`config.mk`:
```
export PLATFORM = sky130hd
export DESIGN_NAME = modport_counter_flat
export DESIGN_NICKNAME = d
export VERILOG_FILES = /design/src/rtl/counter_pkg.sv /design/src/rtl/modport_counter_if.sv /design/src/rtl/counter_next.sv /design/src/rtl/modport_counter.sv /design/src/flat_wrapper.sv
export SDC_FILE = /design/constraint.sdc
export NUM_CORES = 1
export LEC_CHECK = 0
export CORE_AREA = 2 2 39 41
export CTS_BUF_LIST = sky130_fd_sc_hd__clkbuf_4
export DETAILED_ROUTE_END_ITERATION = 8
export DIE_AREA = 0 0 41 43
export PLACE_DENSITY = 0.57
export SLEW_MARGIN = 30
export SYNTH_ARGS = -nofsm -noshare
export SYNTH_HDL_FRONTEND = slang
export SYNTH_SLANG_ARGS = --single-unit
```
`constraint.sdc`:
```
create_clock -name clk_i -period 2.1 [get_ports clk_i]
set_input_delay 0.21 -clock clk_i [delete_from_list [all_inputs] [get_ports clk_i]]
set_output_delay 0.21 -clock clk_i [all_outputs]
set_load 0.005 [all_outputs]
```
`src/rtl/counter_pkg.sv`:
```
// rtl/counter_pkg.sv - shared width, count type and next-state decode for the counter
package counter_pkg;

    localparam int COUNT_W = 4;

    typedef logic [COUNT_W-1:0] count_t;

    typedef enum logic [1:0] {
        OP_HOLD  = 2'd0,
        OP_INC   = 2'd1,
        OP_LOAD  = 2'd2,
        OP_RESET = 2'd3
    } op_e;

    // Single source of the reset > load > enable > hold priority
    function automatic op_e decode_op(input logic rst, input logic load, input logic enable);
        if (rst) begin
            return OP_RESET;
        end
        if (load) begin
            return OP_LOAD;
        end
        if (enable) begin
            return OP_INC;
        end
        return OP_HOLD;
    endfunction

endpackage

```
`src/rtl/modport_counter_if.sv`:
```
// rtl/modport_counter_if.sv - driver/counter/monitor signal bundle for the counter
interface modport_counter_if
    import counter_pkg::*;
#(
    parameter int WIDTH = COUNT_W
);

    logic             enable_i;
    logic             load_i;
    logic [WIDTH-1:0] data_i;
    logic [WIDTH-1:0] count_o;

    modport master  (output enable_i, load_i, data_i, input count_o);
    modport slave   (input enable_i, load_i, data_i, output count_o);
    modport monitor (input enable_i, load_i, data_i, count_o);

endinterface

```
`src/rtl/counter_next.sv`:
```
// rtl/counter_next.sv - combinational next-count from reset, load, enable and current count
module counter_next
    import counter_pkg::*;
#(
    parameter int WIDTH = COUNT_W
) (
    input  logic             rst_i,
    input  logic             load_i,
    input  logic             enable_i,
    input  logic [WIDTH-1:0] data_i,
    input  logic [WIDTH-1:0] count_i,
    output logic [WIDTH-1:0] next_o
);

    localparam logic [WIDTH-1:0] ONE = {{(WIDTH-1){1'b0}}, 1'b1};

    op_e op;

    always_comb begin
        op     = decode_op(rst_i, load_i, enable_i);
        next_o = count_i;
        case (op)
            OP_RESET: next_o = '0;
            OP_LOAD:  next_o = data_i;
            OP_INC:   next_o = count_i + ONE;
            default:  next_o = count_i;
        endcase
    end

endmodule

```
`src/rtl/modport_counter.sv`:
```
// rtl/modport_counter.sv - loadable up-counter with sync load and count enable
module modport_counter
    import counter_pkg::*;
#(
    parameter int WIDTH = COUNT_W
) (
    input logic              clk_i,
    input logic              rst_i,
    modport_counter_if.slave bus
);

    logic [WIDTH-1:0] count_q;
    logic [WIDTH-1:0] count_nxt;

    counter_next #(
        .WIDTH (WIDTH)
    ) u_next (
        .rst_i    (rst_i),
        .load_i   (bus.load_i),
        .enable_i (bus.enable_i),
        .data_i   (bus.data_i),
        .count_i  (count_q),
        .next_o   (count_nxt)
    );

    always_ff @(posedge clk_i) begin
        if (rst_i) begin
            count_q <= '0;
        end else begin
            count_q <= count_nxt;
        end
    end

    assign bus.count_o = count_q;

    a_reset_zero: assert property (@(posedge clk_i) rst_i |=> count_q == '0);

    a_load_priority: assert property (@(posedge clk_i)
        !rst_i && bus.load_i |=> count_q == $past(bus.data_i));

    a_hold: assert property (@(posedge clk_i)
        !rst_i && !bus.load_i && !bus.enable_i |=> $stable(count_q));

endmodule

```
`src/flat_wrapper.sv`:
```
// flat-port wrapper written by rule: the top's interface ports become plain ports
module modport_counter_flat import counter_pkg::*;
#(
    parameter int WIDTH = COUNT_W
)
  (clk_i, rst_i, bus_enable_i, bus_load_i, bus_data_i, bus_count_o);
  modport_counter_if #(.WIDTH(WIDTH)) bus_i ();
  input logic clk_i;
  input logic rst_i;
  input wire logic [$bits(bus_i.enable_i)-1:0] bus_enable_i;
  input wire logic [$bits(bus_i.load_i)-1:0] bus_load_i;
  input wire logic [$bits(bus_i.data_i)-1:0] bus_data_i;
  output wire logic [$bits(bus_i.count_o)-1:0] bus_count_o;
  assign bus_i.enable_i = bus_enable_i;
  assign bus_i.load_i = bus_load_i;
  assign bus_i.data_i = bus_data_i;
  assign bus_count_o = bus_i.count_o;
  modport_counter #(.WIDTH(WIDTH)) u_core (.clk_i(clk_i), .rst_i(rst_i), .bus(bus_i));
endmodule
```
**After elaboration in Yosys (flattened, before gate mapping)**

Index checks and enable logic that the tools add are counted.
Widths: inputs -> output; s select.

- Muxes and demuxes: 13
- Reduce and logical (&&, ||, !) cells: 1
- Add/sub/neg operators: 1
- Equality and inequality tests: 3

Operators with widths:

| kind | count |
|---|---|
| $mux 2 | 6 |
| $pmux 4 s3 | 1 |
| $mux 1 | 6 |
| $add 4x1->4 const B | 1 |
| $eq 2x2->1 const B | 2 |
| $reduce_bool 3->1 | 1 |
| $eq 2x1->1 const B | 1 |

- Flip-flop bits (word level): 4
- Word-level logic and storage cells: 19
- Input bits: 8

**Longest topological paths before layout**

- Depth after elaboration: 9
- Depth in mapped cells: 7
- Gate-level depth less buffers: 7

**By module**

Synthesis repeated with hierarchy kept, for this count alone.

- Cells, all modules: 26
- Area, all modules: 230.2 um^2

Modules (own cells, without submodules):

| module | cells an instance | area an instance (um^2) | times used |
|---|---|---|---|
| counter_next | 18 | 125.1 | 1 |
| modport_counter | 8 | 105.1 | 1 |

**Least setup slack after synthesis**

Ideal clock, no wire load.

- Path kind: input to register
- From: in bus_load_i
- To: reg u_core.count_q[3], in the netlist u_core.bus.count_o[3]
- Cell stages on the path: 5
- Data arrival time: 1.464 ns
- Required time: 2.026 ns
- Slack: 0.562 ns
- Setup time: 0.074 ns
- Cell sequence: or2_2 -> ha_1 -> nor3b_2 -> or3b_1 -> a31oi_1

- Word-level cells in the longest chain between the ends: 7
- Elaborated cells on any way between the ends: 12
- Classes of those cells: eq/ne (3); mux (8); reduce/logical (1)

RTL lines:

| what | line | text |
|---|---|---|
| start, declared | flat_wrapper.sv:11 | `input wire logic [$bits(bus_i.load_i)-1:0] bus_load_i;` |
| $mux 2 | counter_pkg.sv:20 | `if (load) begin` |
| $mux 2 | counter_pkg.sv:23 | `if (enable) begin` |
| $mux 2 | counter_pkg.sv:26 | `return OP_HOLD;` |
| $mux 2 (*) | counter_pkg.sv:23 |  |
| $mux 2 (*) | counter_pkg.sv:20 |  |
| $eq 2x1->1 / $eq 2x2->1 (equally long branches) | counter_next.sv:22 | `case (op)` |
| $pmux 4 s3 / $reduce_bool 3->1 (equally long branches) | - |  |
| end signal, assigned | modport_counter.sv:30 | `count_q <= count_nxt;` |
| end, declared | modport_counter.sv:12 | `logic [WIDTH-1:0] count_q;` |

Mark *: on every way between the ends. The rest lies on a longest branch, timed or not. The select of a mux whose other input is x is not followed.
A chain may end at the register's enable or synchronous reset.

**Worst setup path after layout**

- From: in rst_i
- To: reg u_core.count_q[3], in the netlist u_core.bus.count_o[3]

- Word-level cells in the longest chain between the ends: 4
- Elaborated cells on any way between the ends: 7
- Classes of those cells: eq/ne (3); mux (3); reduce/logical (1)

RTL lines:

| what | line | text |
|---|---|---|
| start, declared | flat_wrapper.sv:9 | `input logic rst_i;` |
| $mux 1 | counter_pkg.sv:17 | `if (rst) begin` |
| $mux 2 | counter_pkg.sv:20 |  |
| $eq 2x1->1 / $eq 2x2->1 (equally long branches) | counter_next.sv:22 |  |
| $pmux 4 s3 / $reduce_bool 3->1 (equally long branches) | - |  |

Several ways; a longest one is shown, not always the timed one.

==> flow_summary.toml <==
[critical_path]
timing.critical_path.fanout_max = 6
cp_num_buf_inv = 1
timing.critical_path.slowest_stage_cell = "sky130_fd_sc_hd__clkdlybuf4s50_1"
crit_path_cell_trace = "clkdlybuf4s50_1 -> or2_2 -> ha_1 -> nor3b_2 -> or3b_1 -> a31oi_1"
crit_family = "simple AND/OR/NAND/NOR gates"
worst_setup_path_end_kind = "flip-flop"
worst_case_reg_to_reg_path_depth = 4
startpoint_type = "input port"
arrival_ns = 2.00
timing.rr.start = "u_core.bus.count_o[0]"
timing.critical_path.from = "rst_i"
r2r-end = "u_core.bus.count_o[1]"
critical-path-max-stage-delay_ns = 0.44
worst-path-stages = 6
worst_ep_required_time_ns = 2.26
r2r_setup_slack_ns = 0.80
worst_setup_path_endpoint = "u_core.bus.count_o[3]"
path_class = "in2reg"

[route]
route.antenna.remaining_nets = 0
post_drt_wl_per_cell_um = 9.70
drt_iter0_drc = 5
vias_per_cell = 4.59
via_count = 303
drt_wl_total_um = 640
drtPass1Iterations = 4
drcViolationCount = 0

[synthesis]
postSynthAreaPerCell_um2 = 8.57
post_synthesis_register_bit_count = 4
most_area_hungry_cell_type_in_the_yosys_netlist = "sky130_fd_sc_hd__dfxtp_1"
synth_top_cells_by_area = "sky130_fd_sc_hd__dfxtp_1 27%, sky130_fd_sc_hd__ha_1 17%, sky130_fd_sc_hd__a21oi_1 5.2%, sky130_fd_sc_hd__a22oi_1 5.2%, sky130_fd_sc_hd__nand2_1 5.2%"
ys_seq_area_frac = 0.275
synth.net_count = 46
synth_cell_type_count = 18
synthesis.area_um2 = 292
synth.top_cell.area_share = 0.275
ys_warn_count = 0
synthCells = 34

[clocking]
cts_hold_buf = 0
tritoncts_clock_tree = "done"
ctsRootBufferMaster = "sky130_fd_sc_hd__clkbuf_4"
cts-resized-gates = 0
insertion_delay_ns = 0.23
cts.reportedPaths.clkPinSlew_ns = 0.03
cts_num_sinks = 4
cts_max_level = 1
cts_max_path_buffers = 2
cts.repair_timing.setup_buffer_count = 0
tritoncts.num_buffers = 3

[place]
port-buffer-count = 11
gp_routability_congestion = 0.724

[cells_and_area]
area_growth_syn_to_layout_pct = 57.5
largest_reg_flops = 4
antenna_cells_inserted = 0
layout.nets = 64
final_layout_size_suffix_gt1_frac = 0.180
number_of_inserted_filler_cells_in_the_final_layout = 155

[die]
chipHeight_um = 43
floorplan.die_area_um2 = 1760
floorplan.initialDensity = 0.211
num_rows = 14
overall_die_width_um = 41
boundaryPins = 12
placeableCoreArea_um2 = 1380

[global_routing]
grt_use_total = 0.0942
first_global_vias = 268
grt_antenna_before_repair = 0
gr-total-overflow = 0
grt_start_max_net_pins = 9
grt_pass1_wl_um = 1060

[sta]
tightestPinTransition_ns = 0.297
number_of_hold_slack_violations_in_the_final_timing_report = 0
setup_total_negative_slack_ns = 0
achievable-frequency_ghz = 0.545
max_slew_headroom = 0.802
final-setup-viol-count = 0
final-max-slew-violation-count = 0
min_cycle_time_layout_ns = 1.84
final.period_utilization = 0.874
fin_hold_ws_ns = 0.498
grt_setup_unrepaired = "false"
finalClockSkew_ns = 0.000546

[power_and_ir_drop]
power.leakage_nw = 0.178
power.ir.vdd_worst_mv = 0.151
totalPowerFinal_mw = 0.222
power.density_nw_per_um2 = 485

[worst_hold_path]
min-delay-path-class = "reg2reg"

[outcome]
run_status = "finished, final reports clean"

[run]
drv_cap = 0
stage by stage:
stage / worst slack [ns] / utilization / std cells / cell area, um^2
2_1_floorplan: 0.562 / - / 34 / 292
3_3_place_gp: 0.0137 / 0.316 / 63 / 437
3_5_place_dp: 0.0179 / 0.316 / 63 / 437
4_1_cts: 0.258 / 0.332 / 66 / 459
5_1_grt: 0.102 / 0.332 / 66 / 459
6_report: 0.265 / 0.332 / 66 / 459
cells in the mapped netlist:
cell,count
sky130_fd_sc_hd__nand2_1,4
sky130_fd_sc_hd__a21oi_1,3
sky130_fd_sc_hd__nor3b_1,2
sky130_fd_sc_hd__o21ai_0,1
sky130_fd_sc_hd__nand3b_1,1
sky130_fd_sc_hd__or3b_1,1
sky130_fd_sc_hd__or3_2,1
sky130_fd_sc_hd__ha_1,4
sky130_fd_sc_hd__dfxtp_1,4
sky130_fd_sc_hd__inv_1,3
sky130_fd_sc_hd__nand4b_1,1
sky130_fd_sc_hd__nand3_1,1
sky130_fd_sc_hd__a31oi_1,2
sky130_fd_sc_hd__nor3b_2,1
sky130_fd_sc_hd__nand2b_1,1
sky130_fd_sc_hd__a211o_2,1
sky130_fd_sc_hd__or2_2,1
sky130_fd_sc_hd__a22oi_1,2
layout by cell type (no fill, tap or decap), drive strengths merged:
master         netlist  layout
clkdlybuf4s50        0      11
nand2                4       4
ha                   4       4
dfxtp                4       4
inv                  3       3
a21oi                3       3
clkbuf               0       3
nor3b                3       3
a31oi                2       2
a22oi                2       2
buf                  0       2
or2                  1       1
o21ai                1       1
nand3b               1       1
or3                  1       1
nand3                1       1
or3b                 1       1
nand4b               1       1
nand2b               1       1
a211o                1       1
per-layer routing:
layer,up-vias,GRT usage,routed length (um)
met5,-,0,0
met4,0,0.0800,5
met3,2,0.0471,40
met2,12,0.109,275
met1,131,0.121,319
li1,158,-,-
worst min-delay path by stage:
stage                          start                     to  slack (ns)  depth (start not counted)
2_1_floorplan                  rst_i  u_core.bus.count_o[0]        0.28                          1
3_3_place_gp   u_core.bus.count_o[1]  u_core.bus.count_o[1]        0.49                          2
3_5_place_dp   u_core.bus.count_o[0]  u_core.bus.count_o[0]        0.49                          2
4_1_cts        u_core.bus.count_o[0]  u_core.bus.count_o[0]        0.50                          2
5_1_grt        u_core.bus.count_o[1]  u_core.bus.count_o[1]        0.53                          2
6_report       u_core.bus.count_o[1]  u_core.bus.count_o[1]        0.50                          2
report_power, final:
part | switching, mW | internal (mW)
registers | 0.00231 | 0.0788
clock network | 0.0300 | 0.0638
logic | 0.0183 | 0.0292
area by class of cell:
class,count,area (um^2),share of cell area
sequential,4,80.1,0.174
tap,16,20.0,0.0436
clock buffer,3,22.5,0.0490
multi-input combinational,27,200,0.436
inverter,3,11.3,0.0245
timing repair buffer,13,125,0.272
cells by family after synthesis:
| kind of cell | share of synthesized area |
|---|---|
| flops | 0.275 |
| compound gates | 0.197 |
| simple gates | 0.318 |
| buf+inv | 0.0386 |
| fa+ha+maj | 0.172 |
worst reg2reg max path: stages, from the launching register on:
cell and delay, ns:
sky130_fd_sc_hd__dfxtp_1 0.33, sky130_fd_sc_hd__ha_1 0.29, sky130_fd_sc_hd__a22oi_1 0.07, sky130_fd_sc_hd__or3_2 0.41, sky130_fd_sc_hd__a21oi_1 0.14
Power figures use the tool's default switching activity.
